### src/rtl/match_controller.sv
// match_controller: best-of-N duel match sequencer. Tracks per-side HP, round
// scores and post-hit invulnerability, paces the pause between rounds, and
// produces the round_reset respawn pulse and the enemy AI tick strobe.
module match_controller #(
    parameter int HP_MAX             = 3,
    parameter int ROUNDS_TO_WIN      = 2,
    parameter int INVULN_CYCLES      = 32,
    parameter int ROUND_PAUSE_CYCLES = 64,
    parameter int AI_PERIOD_LOG2     = 7,
    localparam int HW = $clog2(HP_MAX + 1),
    localparam int RW = $clog2(ROUNDS_TO_WIN + 1)
) (
    input  logic          clk,
    input  logic          rst,
    input  logic          select,
    input  logic          player_hit,
    input  logic          player_shield,
    input  logic          enemy_hit,
    input  logic          enemy_shield,
    output logic [2:0]    o_state,
    output logic          o_is_gaming,
    output logic [HW-1:0] o_player_hp,
    output logic [HW-1:0] o_enemy_hp,
    output logic [RW-1:0] o_player_rounds,
    output logic [RW-1:0] o_enemy_rounds,
    output logic          o_player_invuln,
    output logic          o_enemy_invuln,
    output logic          o_round_reset,
    output logic          o_ai_tick
);

    // Invulnerability counter needs at least one bit even when the window is disabled.
    localparam int IW = (INVULN_CYCLES > 0) ? $clog2(INVULN_CYCLES + 1) : 1;
    localparam int PW = $clog2(ROUND_PAUSE_CYCLES + 1);

    localparam logic [HW-1:0] HP_INIT    = HW'(HP_MAX);
    localparam logic [RW-1:0] RND_WIN    = RW'(ROUNDS_TO_WIN);
    localparam logic [IW-1:0] INV_INIT   = IW'(INVULN_CYCLES);
    localparam logic [PW-1:0] PAUSE_INIT = PW'(ROUND_PAUSE_CYCLES - 1);

    typedef enum logic [2:0] {
        S_IDLE      = 3'd0,
        S_PLAY      = 3'd1,
        S_ROUND_END = 3'd2,
        S_WIN       = 3'd3,
        S_LOSE      = 3'd4
    } state_t;

    state_t                    state_q, state_d;
    logic                      sel_q;
    logic [HW-1:0]             php_q, php_d;
    logic [HW-1:0]             ehp_q, ehp_d;
    logic [RW-1:0]             prnd_q, prnd_d;
    logic [RW-1:0]             ernd_q, ernd_d;
    logic [IW-1:0]             pinv_q, pinv_d;
    logic [IW-1:0]             einv_q, einv_d;
    logic [PW-1:0]             pause_q, pause_d;
    logic [AI_PERIOD_LOG2-1:0] ai_cnt_q, ai_cnt_d;
    logic                      rr_q, rr_d;
    logic                      tick_q, tick_d;

    logic                      sel_rise;
    logic                      p_acc;
    logic                      e_acc;
    logic [RW-1:0]             prnd_inc;
    logic [RW-1:0]             ernd_inc;

    // A held button produces exactly one event on its first high cycle.
    assign sel_rise = select & ~sel_q;

    // A hit only counts when unshielded, outside the invulnerability window
    // and while the side still has HP left to lose.
    assign p_acc = player_hit & ~player_shield & (pinv_q == '0) & (php_q != '0);
    assign e_acc = enemy_hit  & ~enemy_shield  & (einv_q == '0) & (ehp_q != '0);

    // Round scores saturate so they can never run past the winning count.
    assign prnd_inc = (prnd_q == RND_WIN) ? prnd_q : prnd_q + 1'b1;
    assign ernd_inc = (ernd_q == RND_WIN) ? ernd_q : ernd_q + 1'b1;

    // Next-state and datapath update for the match sequencer.
    always_comb begin
        state_d  = state_q;
        php_d    = php_q;
        ehp_d    = ehp_q;
        prnd_d   = prnd_q;
        ernd_d   = ernd_q;
        pinv_d   = '0;
        einv_d   = '0;
        pause_d  = pause_q;
        ai_cnt_d = '0;
        rr_d     = 1'b0;
        tick_d   = 1'b0;

        case (state_q)
            S_IDLE: begin
                if (sel_rise) begin
                    state_d = S_PLAY;
                    php_d   = HP_INIT;
                    ehp_d   = HP_INIT;
                    prnd_d  = '0;
                    ernd_d  = '0;
                    rr_d    = 1'b1;
                end
            end

            S_PLAY: begin
                if (p_acc) begin
                    php_d  = php_q - 1'b1;
                    pinv_d = INV_INIT;
                end else if (pinv_q != '0) begin
                    pinv_d = pinv_q - 1'b1;
                end

                if (e_acc) begin
                    ehp_d  = ehp_q - 1'b1;
                    einv_d = INV_INIT;
                end else if (einv_q != '0) begin
                    einv_d = einv_q - 1'b1;
                end

                // Round outcome is judged on the HP already registered.
                if ((php_q == '0) && (ehp_q == '0)) begin
                    state_d = S_ROUND_END;
                    pause_d = PAUSE_INIT;
                end else if (ehp_q == '0) begin
                    prnd_d  = prnd_inc;
                    state_d = (prnd_inc == RND_WIN) ? S_WIN : S_ROUND_END;
                    pause_d = PAUSE_INIT;
                end else if (php_q == '0) begin
                    ernd_d  = ernd_inc;
                    state_d = (ernd_inc == RND_WIN) ? S_LOSE : S_ROUND_END;
                    pause_d = PAUSE_INIT;
                end

                // The tick is suppressed if play is about to stop.
                if (state_d == S_PLAY) begin
                    ai_cnt_d = ai_cnt_q + 1'b1;
                    tick_d   = (ai_cnt_q == '1);
                end
            end

            S_ROUND_END: begin
                if (pause_q == '0) begin
                    state_d = S_PLAY;
                    php_d   = HP_INIT;
                    ehp_d   = HP_INIT;
                    rr_d    = 1'b1;
                end else begin
                    pause_d = pause_q - 1'b1;
                end
            end

            S_WIN, S_LOSE: begin
                if (sel_rise) begin
                    state_d = S_IDLE;
                    php_d   = HP_INIT;
                    ehp_d   = HP_INIT;
                    prnd_d  = '0;
                    ernd_d  = '0;
                end
            end

            default: begin
                state_d = S_IDLE;
            end
        endcase
    end

    // State and datapath registers; reset aborts any match in progress.
    always_ff @(posedge clk or posedge rst) begin
        if (rst) begin
            state_q  <= S_IDLE;
            sel_q    <= 1'b0;
            php_q    <= HP_INIT;
            ehp_q    <= HP_INIT;
            prnd_q   <= '0;
            ernd_q   <= '0;
            pinv_q   <= '0;
            einv_q   <= '0;
            pause_q  <= '0;
            ai_cnt_q <= '0;
            rr_q     <= 1'b0;
            tick_q   <= 1'b0;
        end else begin
            state_q  <= state_d;
            sel_q    <= select;
            php_q    <= php_d;
            ehp_q    <= ehp_d;
            prnd_q   <= prnd_d;
            ernd_q   <= ernd_d;
            pinv_q   <= pinv_d;
            einv_q   <= einv_d;
            pause_q  <= pause_d;
            ai_cnt_q <= ai_cnt_d;
            rr_q     <= rr_d;
            tick_q   <= tick_d;
        end
    end

    assign o_state         = state_q;
    assign o_is_gaming     = (state_q == S_PLAY);
    assign o_player_hp     = php_q;
    assign o_enemy_hp      = ehp_q;
    assign o_player_rounds = prnd_q;
    assign o_enemy_rounds  = ernd_q;
    assign o_player_invuln = (pinv_q != '0);
    assign o_enemy_invuln  = (einv_q != '0);
    assign o_round_reset   = rr_q;
    assign o_ai_tick       = tick_q;

endmodule

### config.mk
export PLATFORM = sky130hd
export DESIGN_NAME = match_controller
export DESIGN_NICKNAME = d
export VERILOG_FILES = /design/src/rtl/match_controller.sv
export SDC_FILE = /design/constraint.sdc
export NUM_CORES = 1
export LEC_CHECK = 0
export CAP_MARGIN = 15
export CORE_MARGIN = 5
export CORE_UTILIZATION = 35
export CTS_BUF_LIST = sky130_fd_sc_hd__clkbuf_4
export DETAILED_ROUTE_END_ITERATION = 16
export GPL_TIMING_DRIVEN = 0
export HOLD_SLACK_MARGIN = 0.15
export PLACE_DENSITY = 0.54
export SLEW_MARGIN = 5
export SYNTH_ARGS = -nofsm -noshare
export SYNTH_HDL_FRONTEND = slang
export SYNTH_SLANG_ARGS = --single-unit
### constraint.sdc
create_clock -name clk -period 1.6 [get_ports clk]
set_input_delay 0.32 -clock clk [delete_from_list [all_inputs] [get_ports clk]]
set_output_delay 0.32 -clock clk [all_outputs]
set_load 0.05 [all_outputs]
=== After elaboration in Yosys (flattened, before gate mapping) ===
Cells that the tools add are included.

* Bits in registers: 40
* Input bits: 7
* Output and inout port bits: 16
* Logic and storage cells: 118

* Add/subtract/negate cells: 8
* Equal/unequal tests: 22
* Mux-type cells: 44
* Bitwise operators: 10
* Reduce and logical (&&, ||, !) cells: 22

{| class="wikitable"
|+ Operator list
! operator !! count
|-
| 7-bit two-way mux || 6
|-
| 6-bit two-way mux || 6
|-
| 2-bit two-way mux || 12
|-
| 3-bit two-way mux || 8
|-
| 7-bit case mux with 2 select lines || 1
|-
| 6-bit logical NOT || 2
|-
| 2-bit inequality test (second input constant) || 6
|-
| 2-bit case mux with 3 select lines || 2
|-
| 3-bit case mux with 4 select lines || 1
|-
| 4-bit AND reduction || 3
|-
| 6-bit nonzero test || 2
|-
| 6-bit by 1-bit subtractor with 6-bit output (second input constant) || 2
|-
| 2-bit by 1-bit inequality test with 1-bit output (second input constant) || 5
|-
| 2-bit == test (second input constant) || 4
|-
| 2-bit case mux with 2 select lines || 2
|-
| 2-bit nonzero test || 4
|-
| 7-bit by 1-bit adder with 7-bit output (second input constant) || 1
|-
| 1-bit AND || 7
|-
| 7-bit == test (second input constant) || 1
|-
| 7-bit logical NOT || 1
|-
| 7-bit by 1-bit subtractor with 7-bit output (second input constant) || 1
|-
| 3-bit by 1-bit == test with 1-bit output (second input constant) || 2
|-
| 3-bit by 2-bit == test with 1-bit output (second input constant) || 2
|-
| 3-bit AND reduction || 2
|-
| other kinds (14) || 23
|}

=== Logic depth before layout (Yosys ltp) ===
Gate-level depths: netlist of the first run.

* Depth after elaboration: 11
* Gate-level depth with buffers: 7

=== Worst setup path after synthesis of the first run ===
OpenSTA, ideal clock, no wires.

* Kind: reg2reg
* Start point: register state_q[2], in the netlist o_state[2]
* End point: register ehp_q[1], in the netlist o_enemy_hp[1]
* Arrival time: 2.037 ns
* Data required time: 1.518 ns
* Path slack: -0.519 ns
* Cell stages (with the launch flop): 7
* Buffers on the path: 2
* Clock period less this slack: 2.119 ns
* Cell sequence: dfrtp_1 buf_2 or3b_1 buf_2 clkinv_1 o2bb2ai_1 a22oi_1

* Elaborated cells on any way between the ends: 12
* Those cells by class: eq/ne (7); mux (1); reduce/logical (4)

{| class="wikitable"
|+ RTL lines
! item !! RTL line !! source
|-
| start, declared || 49 || <nowiki>state_t state_q, state_d;</nowiki>
|-
| start signal, assigned || 185 || <nowiki>state_q <= state_d;</nowiki>
|-
| 3-bit by 1-bit == test with 1-bit output (*) || - ||
|-
| via o_is_gaming || 21 || <nowiki>output logic o_is_gaming,</nowiki>
|-
| 2-bit by 1-bit inequality test with 1-bit output (no source line) or 3-bit nonzero test (tied branches) || - ||
|-
| 4-bit AND reduction (no source line) || - ||
|-
| end signal, assigned || 188 || <nowiki>ehp_q <= ehp_d;</nowiki>
|-
| end, declared || 52 || <nowiki>logic [HW-1:0] ehp_q, ehp_d;</nowiki>
|}

The timed path passes the listed nets; every way through them passes the cells marked *.
A chain may end at the register's enable or synchronous reset.

=== Worst setup path after layout of the first run ===
* Start point: register state_q[2], in the netlist o_state[2]
* End point: output o_is_gaming

* Cells in the longest elaborated chain, start to end: 1

{| class="wikitable"
|+ Ends and longest elaborated chain
! item !! RTL line !! source
|-
| 3-bit by 1-bit == test with 1-bit output || 201 || <nowiki>assign o_is_gaming = (state_q == S_PLAY);</nowiki>
|-
| end, declared || 21 ||
|}

Every way passes these cells.

==> flow_metrics.py, run 1 <==
metrics = {
    "logic_synthesis": {
        "synthArstFlopShare_pct": 100.0,
        "yosys_warnings": 0,
        "ys_types": 45,
        "syn-num-nets": 240,
        "ys_ff_latch": 40,
        "synth_edf_count": 0,
        "dominantRegCellSynth": "dfrtp_1",
        "synth.avg_cell_area_um2": 9.646,
        "synthCells": 220,
        "synth.cell_area_mm2": 0.002122,
        "seq_area_frac_synth_pct": 47.41,
    },
    "outcome": {
        "status": "finished with violations",
        "violations": "setup timing",
    },
    "grt": {
        "track_usage_pct": 13.20,
        "antenna_found_initial": 0,
        "grt_pass1_wl_mm": 7.879,
        "first_global_vias": 1731,
        "grt_overflow": 0,
        "grt_max_degree": 25,
    },
    "floorplanning": {
        "core_area_mm2": 0.005921,
        "io_pins": 23,
        "die_width_um": 87.87,
        "die_area_mm2": 0.007720,
        "chipHeight_um": 87.87,
        "rows": 28,
        "start_util_pct": 35.84,
    },
    "clock_network": {
        "cts_made_buffers": 5,
        "cts_tree": "built",
        "clock-sinks": 40,
        "htree_levels": 2,
        "cts_buffer_depth": 2,
        "cts_root_buf": "clkbuf_4",
        "clk_pin_slew_worst_paths_ps": 120,
        "clk_latency_ps": 340,
    },
    "final_layout": {
        "fill_cells": 544,
        "seq_area_mm2": 0.001012,
        "diodes": 0,
        "drive_gt1_share_pct": 42.46,
        "area.growth.synth_to_final_pct": 44.34,
        "multiInputGateArea_mm2": 0.001264,
        "layout.nets": 304,
        "postLayoutCoreUtil_pct": 51.73,
    },
    "worst_setup_path": {
        "critPathLaunchType": "register",
        "crit_required_ps": 1280,
        "critPathArrivalTime_ps": 1480,
        "endpoint_kind": "output port",
        "path_class": "reg2out",
        "path_max_fanout": 2,
    },
    "sta": {
        "max_slew_margin_pct": 66.77,
        "fin_skew_ps": 3.496,
        "setup_tns_ps": -1005,
        "rsz0062_at_grt": "true",
        "worst_pin_slew_ps": 497.7,
        "setup_ws_ps": -204.5,
        "final-hold-violation-count": 0,
        "fmax_mhz": 554.2,
        "maxSlewViolCount": 0,
        "setup_viol": 13,
        "fin_crit_ps": 1805,
        "min_period_over_period_pct": 112.8,
    },
    "detailed_routing": {
        "drc_errors": 0,
        "detail_route.first_pass.iterations": 4,
        "wl_mm": 4.806,
        "drt_iter0_markers": 55,
        "num_vias": 1751,
        "wire_per_inst_um": 13.35,
        "postRouteAntennaNets": 0,
        "viasPerCell": 4.864,
    },
    "pwr": {
        "leakage_uw": 0.001369,
        "swShare_pct": 46.42,
        "pwr-share-clk_pct": 8.1,
        "comb_power_share_pct": 66.4,
        "power_frac_seq_pct": 25.5,
        "power.density_mw_per_mm2": 2019,
        "power.total_uw": 6183,
        "p_int_uw": 3313,
        "netSwitchingPower_uw": 2870,
        "vdd_drop_max_mv": 1.625,
    },
    "placement": {
        "io_buffers": 22,
        "gp_congestion": 0.7573,
        "dp_hpwl_mm": 3.163,
        "dp_slack_ps": -677.8,
    },
    "worst_hold_path": {
        "worstHoldPathType": "in2async",
    },
    "run": {
        "drv_cap": 0,
    },
}
## registers in the layout (all words and copies together) (netlist names)
register,flops
ai_cnt_q,7
einv_q,6
o_ai_tick,1
o_enemy_hp,2
o_enemy_rounds,2
o_player_hp,2
o_player_rounds,2
o_round_reset,1
o_state,3
pause_q,7
pinv_q,6
sel_q,1
## per-layer routing
| layer | wire length (µm) | part of all wire (%) | vias up | track usage (%) |
|---|---|---|---|---|
| li1 | - | - | 884 | - |
| met1 | 2296 | 48 | 839 | 17.18 |
| met2 | 2276 | 47 | 23 | 21.64 |
| met3 | 176 | 3.7 | 5 | 3.481 |
| met4 | 57 | 1.2 | 0 | 3.766 |
| met5 | 0 | 0 | - | 0 |
## area by class of cell
class	instances	share of cell area [%]
sequential	40	33.05
inverter	20	3.023
tap	75	3.064
clock buffer	5	1.225
multi-input combinational	155	41.26
buffer	4	1.389
timing repair buffer	58	16.38
clock inverter	3	0.6127
## power by group through the flow
stage	Clock, µW	Sequential [µW]	Combinational [µW]
after floorplan	0	2030	2190
after global placement	0	1640	3070
after detailed placement	0	1640	3090
after CTS	531	1580	3780
after global routing	576	1610	4450
final	501	1580	4100
## synth_stat cells (all sizes together), types with 4 or more instances
cell type / n / area (µm²)
dfrtp: 36 / 900.9
nor2: 32 / 120.1
inv: 19 / 71.32
a21oi: 13 / 65.06
ha: 13 / 162.7
nand2: 13 / 48.80
nor3: 12 / 60.06
xnor2: 7 / 61.31
mux2i: 6 / 60.06
xor2: 6 / 52.55
nand3: 5 / 30.03
nor3b: 5 / 37.54
o21ai: 5 / 25.02
a22oi: 4 / 30.03
dfstp: 4 / 105.1
## logic make-up (layout without fill, tap and decap cells)
logic type	count (synthesis)	in the layout	synth area share (%)
AO/OA/AOI/OAI	35	35	10.44
flip-flops	40	40	47.41
buffers and inverters	25	90	4.894
XOR/XNOR	13	13	5.366
AND/OR/NAND/NOR	88	88	21.41
multiplexers	6	6	2.830
adder cells (fa/ha/maj)	13	13	7.665
## repair_timing
| action | 4_1_cts | 5_1_grt |
|---|---|---|
| resized for setup | 77 | 29 |
| endpoints found under the setup margin | 27 | 49 |
| pin swaps | 15 | 11 |
| hold endpoints to repair | 0 | 0 |
| setup buffers | 24 | 12 |
| hold buffers | 0 | 0 |
## worst max-delay path: stages (launching register included)
cell      delay, ps
dfrtp_2         420
buf_6           110
or3b_4          410
clkinv_8         70
buf_12          120
## cells in the final DEF, fill, tap and decap left out, drive strengths merged, types with 5 or more instances in the layout
cell type      instances
a21oi                 13
buf                   47
clkbuf                 7
clkdlybuf4s50          6
dfrtp                 36
ha                    13
inv                   19
mux2i                  6
nand2                 13
nand3                  5
nor2                  32
nor3                  12
nor3b                  5
o21ai                  5
xnor2                  7
xor2                   6
## metrics by stage
step | instance area (µm²) | hold slack, ps | std cells
CTS | 2904 | 268.3 | 349
detailed placement | 2596 | 443.3 | 318
finish | 3063 | 261.2 | 360
floorplan | 2262 | 351.4 | 220
global placement | 2576 | 444.1 | 317
global route | 3063 | 290.2 | 360
## path summary, 6_finish.rpt
kind / slack [ps] / endpoint / from / cells after the start
max: -200 / o_is_gaming / o_state[2]$_DFFE_PP0P_ / 4
min: 260 / ai_cnt_q[4]$_DFF_PP0_ / rst / 2
max in group asynchronous: 810 / o_enemy_hp[1]$_DFFE_PP1P_ / rst / 3
max reg2reg: -170 / o_enemy_hp[1]$_DFFE_PP1P_ / o_state[2]$_DFFE_PP0P_ / 7
min in group clk: 470 / ai_cnt_q[0]$_DFF_PP0_ / ai_cnt_q[0]$_DFF_PP0_ / 1
min reg2reg: 470 / ai_cnt_q[0]$_DFF_PP0_ / ai_cnt_q[0]$_DFF_PP0_ / 1
(Power assumes the default switching activity.)
==> run 2, diff against run 1 <==
- PLACE_DENSITY: 0.54 -> 0.52
- clock period: 1.6 -> 2.05 ns (I/O delays scaled with it)
==> flow_metrics.py, run 2 (same netlist as run 1, synthesis figures left out) <==
metrics = {
    "grt": {
        "grt_pass1_wl_mm": 7.410,
        "track_usage_pct": 12.27,
        "grt_overflow": 0,
        "antenna_found_initial": 0,
        "grt_max_degree": 28,
        "first_global_vias": 1611,
    },
    "placement": {
        "gp_congestion": 0.7458,
        "dp_hpwl_mm": 3.167,
        "io_buffers": 22,
        "place_inst": 318,
    },
    "floorplanning": {
        "die_width_um": 87.87,
        "io_pins": 23,
        "core_area_mm2": 0.005921,
        "chipHeight_um": 87.87,
        "die_area_mm2": 0.007720,
        "rows": 28,
        "start_util_pct": 35.84,
    },
    "clock_network": {
        "cts_root_buf": "clkbuf_4",
        "clk_latency_ps": 350,
        "cts_tree": "built",
        "cts.hold.buffers_added": 0,
        "clk_pin_slew_worst_paths_ps": 120,
        "clock-sinks": 40,
        "cts_made_buffers": 5,
        "cts_buffer_depth": 2,
        "htree_levels": 2,
    },
    "run": {
        "drv_cap": 0,
    },
    "worst_setup_path": {
        "crit_path_start": "o_state[2]$_DFFE_PP0P_",
        "r2r_cells": 6,
        "regToRegSetupSlack_ps": 180,
        "r2r-end": "o_enemy_hp[1]$_DFFE_PP1P_",
        "worstReg2RegStart": "o_enemy_hp[0]$_DFFE_PP1P_",
        "critPathLaunchType": "register",
        "critPathArrivalTime_ps": 1580,
        "crit_required_ps": 1640,
        "path_class": "reg2out",
        "endpoint_kind": "output port",
        "path_max_fanout": 8,
        "crit_end": "o_is_gaming",
    },
    "pwr": {
        "pwr-share-clk_pct": 12.5,
        "power_frac_seq_pct": 30.4,
        "comb_power_share_pct": 57.1,
        "netSwitchingPower_uw": 1922,
        "power.density_mw_per_mm2": 1569,
        "vdd_drop_max_mv": 0.6831,
        "swShare_pct": 46.86,
        "p_int_uw": 2179,
        "leakage_uw": 0.001200,
    },
    "detailed_routing": {
        "drc_errors": 0,
        "drt_iter0_markers": 59,
        "detail_route.first_pass.iterations": 4,
        "wl_mm": 4.251,
        "postRouteAntennaNets": 0,
        "viasPerCell": 4.904,
        "wire_per_inst_um": 12.80,
        "num_vias": 1628,
    },
    "sta": {
        "worst_pin_slew_ps": 521.6,
        "setup_viol": 0,
        "fmax_mhz": 501.3,
        "min_period_over_period_pct": 97.32,
        "fin_crit_ps": 1995,
        "maxSlewViolCount": 0,
        "setup_tns_ps": 0,
        "max_slew_margin_pct": 65.15,
        "final-hold-violation-count": 0,
        "fin_skew_ps": 8.079,
        "rsz0062_at_grt": "true",
    },
    "worst_hold_path": {
        "worstHoldPathType": "in2async",
    },
    "final_layout": {
        "layout.nets": 276,
        "drive_gt1_share_pct": 12.45,
        "layout_common_cells": "dfrtp_1 (35), nor2_1 (32), inv_1 (18), clkdlybuf4s50_1 (14)",
        "final_common_cell": "dfrtp_1",
        "fill_cells": 614,
        "fin_cells": 332,
        "area.growth.synth_to_final_pct": 23.23,
        "top_regs": "ai_cnt_q x7, pause_q x7",
        "diodes": 0,
    },
    "outcome": {
        "status": "completed",
    },
}
-- run 2: changes by cell type in the layout (fill, tap and decap cells not counted), moves of 5 or more --
cell	before	now
buf_4	32	6
nor3b_1	0	5
buf_6	8	3
inv_2	10	1
clkdlybuf4s50_1	6	14
nor3_1	5	10
ha_1	6	13
inv_1	7	18
-- run 2: repair_timing --
action | in CTS | in global routing
cloned | 0 | 0
resized for setup | 28 | 4
setup endpoints to repair | 8 | 2
setup buffers | 0 | 6
pin swaps | 1 | 0
-- run 2: layer usage --
metal  share of wire (%)  vias up  global-route usage, %
met5                   0        -                      0
met4                 1.2        0                  3.766
li1                    -      831                      -
met1                  48      765                  15.45
met3                 4.5        4                  3.198
met2                  46       28                  20.62
-- run 2: worst min-delay path by stage --
stage / start / to / slack (ps)
global route: rst / ai_cnt_q[5]$_DFF_PP0_ / 320
detailed placement: einv_q[0]$_DFF_PP0_ / einv_q[0]$_DFF_PP0_ / 460
global placement: pinv_q[0]$_DFF_PP0_ / pinv_q[0]$_DFF_PP0_ / 450
floorplan: einv_q[0]$_DFF_PP0_ / einv_q[0]$_DFF_PP0_ / 430
finish: rst / pause_q[5]$_DFFE_PP0P_ / 320
CTS: rst / ai_cnt_q[3]$_DFF_PP0_ / 320
-- run 2: power groups by stage --
stage	Sequential (µW)	Clock, µW	Combinational, µW
floorplan	1500	0	1430
global placement	1250	0	2270
detailed placement	1260	0	2290
CTS	1250	529	2320
global route	1290	564	2560
finish	1250	512	2340
-- run 2: metrics by stage --
step | hold slack [ps] | area [µm²] | setup WS [ps] | util, % | total power, µW
CTS | 318.3 | 2572 | 17.96 | 43.45 | 4100
floorplan | 426.9 | 2123 | 115.1 | - | 2933
finish | 316.1 | 2615 | 55.00 | 44.17 | 4102
global placement | 451.8 | 2437 | -400.6 | 41.17 | 3528
detailed placement | 456.7 | 2457 | -391.0 | 41.50 | 3543
global route | 324.7 | 2615 | -11.66 | 44.17 | 4418
-- run 2: final cells by class --
type                       instances  area (µm²)  area share (%)
sequential                        40        1007           38.52
tap                               75       93.84           3.589
timing repair buffer              29       285.3           10.91
inverter                          20       87.58           3.349
clock buffer                       5       37.54           1.435
buffer                             5       41.29           1.579
multi-input combinational        155        1025           39.19
clock inverter                     3       37.54           1.435
-- run 2: critical path, cell delays in order, from the launching register on --
cell	delay, ps
dfrtp_1	410
buf_6	120
or3b_4	360
buf_6	150
clkinv_8	60
buf_12	130
==> run 3, diff against run 2 <==
- HOLD_SLACK_MARGIN: 0.15 -> not set
==> results of run 3 <==
Final layout, timing and power as in run 2 (identical DEF).
